===== config.mk =====
export PLATFORM = sky130hd
export DESIGN_NAME = merge8_scheduler_flat
export DESIGN_NICKNAME = d
export VERILOG_FILES = /design/src/rtl/merge8_scheduler_if.sv /design/src/rtl/merge8_scheduler.sv /design/src/flat_wrapper.sv
export SDC_FILE = /design/constraint.sdc
export NUM_CORES = 1
export LEC_CHECK = 0
export ABC_CLOCK_PERIOD_IN_PS = 2000
export BUFFER_PORTS_ARGS = -buffer_cell sky130_fd_sc_hd__buf_4
export CAP_MARGIN = 15
export CORE_ASPECT_RATIO = 0.5
export CORE_MARGIN = 2
export CORE_UTILIZATION = 40
export CTS_BUF_LIST = sky130_fd_sc_hd__clkbuf_4
export DETAILED_ROUTE_END_ITERATION = 10
export HOLD_SLACK_MARGIN = 0.03
export PLACE_DENSITY = 0.72
export SLEW_MARGIN = 20
export SYNTH_ARGS = -nofsm -noshare
export SYNTH_HDL_FRONTEND = slang
export SYNTH_SLANG_ARGS = --single-unit

===== constraint.sdc =====
create_clock -name clk -period 2 [get_ports clk]
set_input_delay 0 -clock clk [delete_from_list [all_inputs] [get_ports clk]]
set_output_delay 0 -clock clk [all_outputs]
set_load 0.01 [all_outputs]

===== src/rtl/merge8_scheduler_if.sv =====
// Handshake bundle between requesters, the shared merge network
// and the downstream consumer of merged results.
interface merge8_scheduler_if #(
    parameter int WIDTH = 3,
    parameter int NREQ  = 4,
    parameter int TAG_W = 2
);
    logic [NREQ-1:0]         req_valid;
    logic [NREQ-1:0]         req_ready;
    logic [NREQ*8*WIDTH-1:0] req_data;
    logic [8*WIDTH-1:0]      net_inba;
    logic [8*WIDTH-1:0]      net_c;
    logic                    out_valid;
    logic                    out_ready;
    logic [8*WIDTH-1:0]      out_data;
    logic [TAG_W-1:0]        out_tag;
    logic                    out_err;
    logic                    busy;

    modport slave (
        input  req_valid,
        input  req_data,
        input  net_c,
        input  out_ready,
        output req_ready,
        output net_inba,
        output out_valid,
        output out_data,
        output out_tag,
        output out_err,
        output busy
    );

    modport master (
        output req_valid,
        output req_data,
        output net_c,
        output out_ready,
        input  req_ready,
        input  net_inba,
        input  out_valid,
        input  out_data,
        input  out_tag,
        input  out_err,
        input  busy
    );
endinterface


===== src/rtl/merge8_scheduler.sv =====
// Round-robin scheduler time-sharing one combinational merge4to8
// network between NREQ requesters, returning tagged results.
module merge8_scheduler #(
    parameter int WIDTH = 3,
    parameter int NREQ  = 4,
    parameter int TAG_W = 2
) (
    input logic                clk,
    input logic                rst,
    merge8_scheduler_if.slave  bus
);
    localparam int DW = 8 * WIDTH;

    typedef enum logic [1:0] {
        S_IDLE,
        S_MERGE,
        S_OUT
    } state_e;

    state_e           state_q, state_d;
    logic [TAG_W-1:0] rr_ptr_q, rr_ptr_d;
    logic [TAG_W-1:0] tag_q, tag_d;
    logic [TAG_W-1:0] out_tag_q, out_tag_d;
    logic [DW-1:0]    inba_q, inba_d;
    logic [DW-1:0]    out_data_q, out_data_d;
    logic             out_valid_q, out_valid_d;
    logic             out_err_q, out_err_d;

    logic [DW-1:0]    req_arr [NREQ];
    logic             gnt_found;
    logic [TAG_W-1:0] gnt_idx;
    logic             gnt_cycle;
    logic             accept;
    logic             ops_err;

    always_comb begin
        for (int i = 0; i < NREQ; i++) begin
            req_arr[i] = bus.req_data[i*DW +: DW];
        end
    end

    // Search begins just after the last grant and wraps.
    always_comb begin
        int j;
        j         = 0;
        gnt_found = 1'b0;
        gnt_idx   = '0;
        for (int k = 1; k <= NREQ; k++) begin
            j = int'(rr_ptr_q) + k;
            if (j >= NREQ) j = j - NREQ;
            if (!gnt_found && bus.req_valid[TAG_W'(j)]) begin
                gnt_found = 1'b1;
                gnt_idx   = TAG_W'(j);
            end
        end
    end

    assign gnt_cycle = !rst &&
        ((state_q == S_IDLE) ||
         ((state_q == S_OUT) && bus.out_ready));
    assign accept    = gnt_cycle && gnt_found;

    always_comb begin
        bus.req_ready = '0;
        if (accept) bus.req_ready[gnt_idx] = 1'b1;
    end

    always_comb begin
        ops_err = 1'b0;
        for (int k = 0; k < 3; k++) begin
            if (inba_q[k*WIDTH +: WIDTH] >
                inba_q[(k+1)*WIDTH +: WIDTH])
                ops_err = 1'b1;
            if (inba_q[(k+4)*WIDTH +: WIDTH] >
                inba_q[(k+5)*WIDTH +: WIDTH])
                ops_err = 1'b1;
        end
    end

    always_comb begin
        state_d     = state_q;
        rr_ptr_d    = rr_ptr_q;
        tag_d       = tag_q;
        inba_d      = inba_q;
        out_data_d  = out_data_q;
        out_tag_d   = out_tag_q;
        out_err_d   = out_err_q;
        out_valid_d = out_valid_q;
        if (accept) begin
            inba_d   = req_arr[gnt_idx];
            tag_d    = gnt_idx;
            rr_ptr_d = gnt_idx;
        end
        unique case (state_q)
            S_IDLE: begin
                if (accept) state_d = S_MERGE;
            end
            S_MERGE: begin
                out_data_d  = bus.net_c;
                out_tag_d   = tag_q;
                out_err_d   = ops_err;
                out_valid_d = 1'b1;
                state_d     = S_OUT;
            end
            S_OUT: begin
                if (bus.out_ready) begin
                    out_valid_d = 1'b0;
                    state_d     = accept ? S_MERGE : S_IDLE;
                end
            end
            default: state_d = S_IDLE;
        endcase
    end

    always_ff @(posedge clk) begin
        if (rst) begin
            state_q     <= S_IDLE;
            rr_ptr_q    <= TAG_W'(NREQ - 1);
            tag_q       <= '0;
            inba_q      <= '0;
            out_data_q  <= '0;
            out_tag_q   <= '0;
            out_err_q   <= 1'b0;
            out_valid_q <= 1'b0;
        end else begin
            state_q     <= state_d;
            rr_ptr_q    <= rr_ptr_d;
            tag_q       <= tag_d;
            inba_q      <= inba_d;
            out_data_q  <= out_data_d;
            out_tag_q   <= out_tag_d;
            out_err_q   <= out_err_d;
            out_valid_q <= out_valid_d;
        end
    end

    assign bus.net_inba  = inba_q;
    assign bus.out_data  = out_data_q;
    assign bus.out_tag   = out_tag_q;
    assign bus.out_err   = out_err_q;
    assign bus.out_valid = out_valid_q;
    assign bus.busy      = (state_q != S_IDLE);
endmodule


===== src/flat_wrapper.sv =====
// flat-port wrapper written by rule: the top's interface ports become plain ports
module merge8_scheduler_flat 
#(
    parameter int WIDTH = 3,
    parameter int NREQ  = 4,
    parameter int TAG_W = 2
)
  (clk, rst, bus_req_valid, bus_req_data, bus_net_c, bus_out_ready, bus_req_ready, bus_net_inba, bus_out_valid, bus_out_data, bus_out_tag, bus_out_err, bus_busy);
  merge8_scheduler_if #(.WIDTH(WIDTH), .NREQ(NREQ), .TAG_W(TAG_W)) bus_i ();
  input logic clk;
  input logic rst;
  input wire logic [$bits(bus_i.req_valid)-1:0] bus_req_valid;
  input wire logic [$bits(bus_i.req_data)-1:0] bus_req_data;
  input wire logic [$bits(bus_i.net_c)-1:0] bus_net_c;
  input wire logic [$bits(bus_i.out_ready)-1:0] bus_out_ready;
  output wire logic [$bits(bus_i.req_ready)-1:0] bus_req_ready;
  output wire logic [$bits(bus_i.net_inba)-1:0] bus_net_inba;
  output wire logic [$bits(bus_i.out_valid)-1:0] bus_out_valid;
  output wire logic [$bits(bus_i.out_data)-1:0] bus_out_data;
  output wire logic [$bits(bus_i.out_tag)-1:0] bus_out_tag;
  output wire logic [$bits(bus_i.out_err)-1:0] bus_out_err;
  output wire logic [$bits(bus_i.busy)-1:0] bus_busy;
  assign bus_i.req_valid = bus_req_valid;
  assign bus_i.req_data = bus_req_data;
  assign bus_i.net_c = bus_net_c;
  assign bus_i.out_ready = bus_out_ready;
  assign bus_req_ready = bus_i.req_ready;
  assign bus_net_inba = bus_i.net_inba;
  assign bus_out_valid = bus_i.out_valid;
  assign bus_out_data = bus_i.out_data;
  assign bus_out_tag = bus_i.out_tag;
  assign bus_out_err = bus_i.out_err;
  assign bus_busy = bus_i.busy;
  merge8_scheduler #(.WIDTH(WIDTH), .NREQ(NREQ), .TAG_W(TAG_W)) u_core (.clk(clk), .rst(rst), .bus(bus_i));
endmodule

==> reports/summary.md <==
For the wire length of the first global-routing pass, the log shows 22760 um. The synthesized design devotes to its leading area cell type 33.45% of total area. After detailed routing, the number of remaining DRC violations is 0. Max-cap violations in this run came to 0. The die is 135.7 um wide. The layout has 537 filler cells. In the synthesized netlist the async set-or-reset flop fraction comes to 0%.

The post-synthesis compound-gate area fraction was 22.13%; the core footprint was 8202 um^2. For this design the ratio of total power to cell area is 642.0 nW/um^2. In the final timing run, aggregate negative setup slack is 0 ns. The post-detailed-route via-to-cell ratio is 5.241. In the final routed layout, each cell accounts on average for 16.91 um. The minimum clock period after layout was 1.935 ns. Entering global routing, the biggest net connects 27 pins. The number of clock sinks is 58.

In this run the static leakage power is 2.976 nW. The run gives 4933 um^2 as the placed instance area. Cell type with the highest aggregate area in the netlist: dfxtp_1. The kind of critical path is flop to output port.

The average footprint of a synthesized cell is 7.782 um^2. Summing all non-filler instances in the final layout gives an area of 6412 um^2. The final weighted congestion in routability-driven placement came out at 0.8072. The pre-antenna-repair detailed-routing pass consisted of 5 iterations. Yosys mapped a number of flops with a built-in enable equal to 0.

The tools report the highest ir drop seen on vdd as 0.3313 mV. Of all nets on the critical path, the largest fanout is 5. The tree is rooted in a clkbuf_4. The final layout contains 897 nets.

Stage delay of the slowest cell on the critical path: 0.54 ns. At the pin with the least slew margin, the transition time is 0.6644 ns. The total number of placement rows is 23, and the number of antenna-violating nets in the routed design is 0. Type of the tightest min-delay check: input pin to flop. The critical path capture point type was an output port. The area growth from synthesis to final layout is 84.75%.

The most used flip-flop cell after synthesis is dfxtp_1. TritonCTS built the clock tree. The first routing iteration left 370 violations. In the synthesized netlist, the cells that appear most often are nand2_1, dfxtp_1, inv_1. The logs give 55.60% for the headroom to the max-slew limit and 0 for the number of antenna violations at the first check in global routing. nand2_1 is the most common cell in the netlist.

For the register area share after synthesis, the log shows 33.45%. The required time at the worst-slack endpoint is 2.00 ns, and the I/O pin count is 184. The run gives 9 as the number of buffers added by the clock tree synthesis step.

The count of vias placed by the detailed router was 4554; the total power was 4.117 mW. Library cell appearing most often on the critical path: buf_4. The placed instance count came out at 722. The H-tree was split into 3 levels. Summing the areas of all fa, ha and maj instances in the mapped netlist gives 6.489% of the synthesized area. The highest-delay cell along the critical path was or4_4. Of the total synthesized cell area, the portion taken by XOR and XNOR cells is 0%. Walking the worst path, the cells encountered are nor2b_4 > or4_4 > buf_4 > nor3_2 > buf_4. The final setup violation count was 0. After synthesis, the largest family of logic cells by area is compound AO/OA/AOI/OAI gates. The repair_antennas step left the layout with diodes totalling 0.

Synthesis inferred 58 register bits. The clock insertion delay at the later pin of the skew report was 0.45 ns; the wire length after detailed routing was 14690 um. In the final layout, the share of cells above drive strength 1 is 30.91%. The run gives 1.93 ns as the critical path arrival. When the netlist entered floorplanning its net count stood at 591. The longest clock path from root to sink contains 2 buffers. The synthesized netlist occupies a cell area of 3471 um^2.

The tools report the number of max-slew violations in the final report as 0. The post-synthesis share of cell area spent on and, or, nand and nor gates works out to 20.30%. Buffers placed on the I/O ports in this run total 183.

For this run, the number of Yosys warnings is 0. Measured against the total synthesized area, the mux share comes to 6.921%. From bottom edge to top edge, the die measures 69.87 um. Count of different cell masters after synthesis: 37.

Critical path startpoint category: a flop. The final hold violation count was 0. In the global route stage, overall resource usage came out at 30.55%.

The run finished with clean final reports. The wire-length estimate of the detail-placed layout is 8089 um. The via count of the first global-routing pass is 4619, and the clock-pin transition on the worst setup and hold timing paths is 0.12 ns.

After global routing the overflow that remains totals 0. Counting every instance in the synthesized netlist gives 446. For this configuration, the core starts out at a cell density of 42.32%. The final standard cell count with taps included and fillers excluded was 869.

The post-route clock skew was 0.02103 ns. The die covers 9484 um^2. Based on the critical path, the design can be clocked at up to 516.9 MHz.

In the post-synthesis netlist, the biggest area contributors are dfxtp_1, nand2_1, mux2i_1, ha_1, and4_1. The final critical-path share of the clock period is 96.74%.
## timing repair
action,in CTS,in global routing
setup endpoints to repair,6,19
hold endpoints to repair,54,0
gates cloned,1,0
hold buffers,126,0
buffers inserted,1,4
gates resized for setup,7,11
pin swaps,1,1
## metrics by stage
stage	util, %	hold slack [ns]	setup WS (ns)
2_1_floorplan	-	0.1360	0.4573
3_3_place_gp	60.15	0.2493	0.1224
3_5_place_dp	60.15	0.2576	-0.01290
4_1_cts	77.42	0.03440	-0.01055
5_1_grt	78.18	0.1132	-0.02669
6_report	78.18	0.1094	0.06528
## final timing paths
kind	start	to	slack (ns)	depth (start not counted)
max	u_core.state_q[1]	bus_req_ready[1]	0.07	5
min	bus_req_data[13]	u_core.bus.net_inba[13]	0.11	4
max reg2reg	u_core.state_q[1]	u_core.bus.net_inba[8]	0.07	7
min reg2reg	u_core.bus.out_tag[0]	u_core.bus.out_tag[0]	0.46	2
## state kept, by name, summed over array words and instances, names as in the netlist
name	flops
u_core.tag_q	2
u_core.bus.out_data	24
u_core.bus.net_inba	24
u_core.bus.out_valid	1
u_core.rr_ptr_q	2
u_core.bus.out_err	1
u_core.state_q	2
u_core.bus.out_tag	2
## cell usage in the layout (no fill, tap or decap), drive strengths merged, types with 7 or more instances in the layout
cell         Yosys  layout
a21oi           32      32
dlygate4sd3      0     126
ha              18      18
mux2i           24      24
and4            24      24
buf             18     202
o211ai          25      25
o21ai           32      32
a31oi           24      24
inv             52      52
nor2b            7       7
dfxtp           58      58
nand2           80      81
clkbuf          16       9
## logic make-up (layout without fill, tap and decap cells)
group                    count (synthesis)  in the layout
AO/OA/AOI/OAI                          125            125
multiplexers                            24             24
AND/OR/NAND/NOR                        134            135
adder cells (fa/ha/maj)                 18             18
buffers and inverters                   87            397
flip-flops                              58             58
## report_power, final
part           internal, mW  switching [mW]
Sequential             1.32           0.153
Combinational         0.985           0.908
Clock                 0.246           0.508
Total                  2.55            1.57
## area by class of cell
| type | instances | area, um^2 | share of cell area [%] |
|---|---|---|---|
| Clock buffer | 9 | 67.56 | 1.054 |
| Clock inverter | 7 | 46.29 | 0.7220 |
| Inverter | 53 | 203.9 | 3.180 |
| Multi-Input combinational cell | 302 | 1993 | 31.08 |
| Sequential cell | 58 | 1164 | 18.15 |
| Tap cell | 112 | 140.1 | 2.185 |
| Timing Repair Buffer | 328 | 2798 | 43.63 |
## worst max-delay path, delay by kind of cell, from the launching register on
| kind | cells | cell delay [ns] |
|---|---|---|
| AND/OR/NAND/NOR | 3 | 0.81 |
| flip-flops | 1 | 0.35 |
| buffers and inverters | 2 | 0.33 |
## routing by layer
metal  part of all wire [%]  vias up  track usage [%]
li1                       -     2179                -
met1                     39     2094            33.20
met2                     50      228            54.38
met3                    8.1       53            9.877
met4                    3.0        0            13.77
met5                      0        -                0
Note: power is estimated with default switching activity, not from simulation.
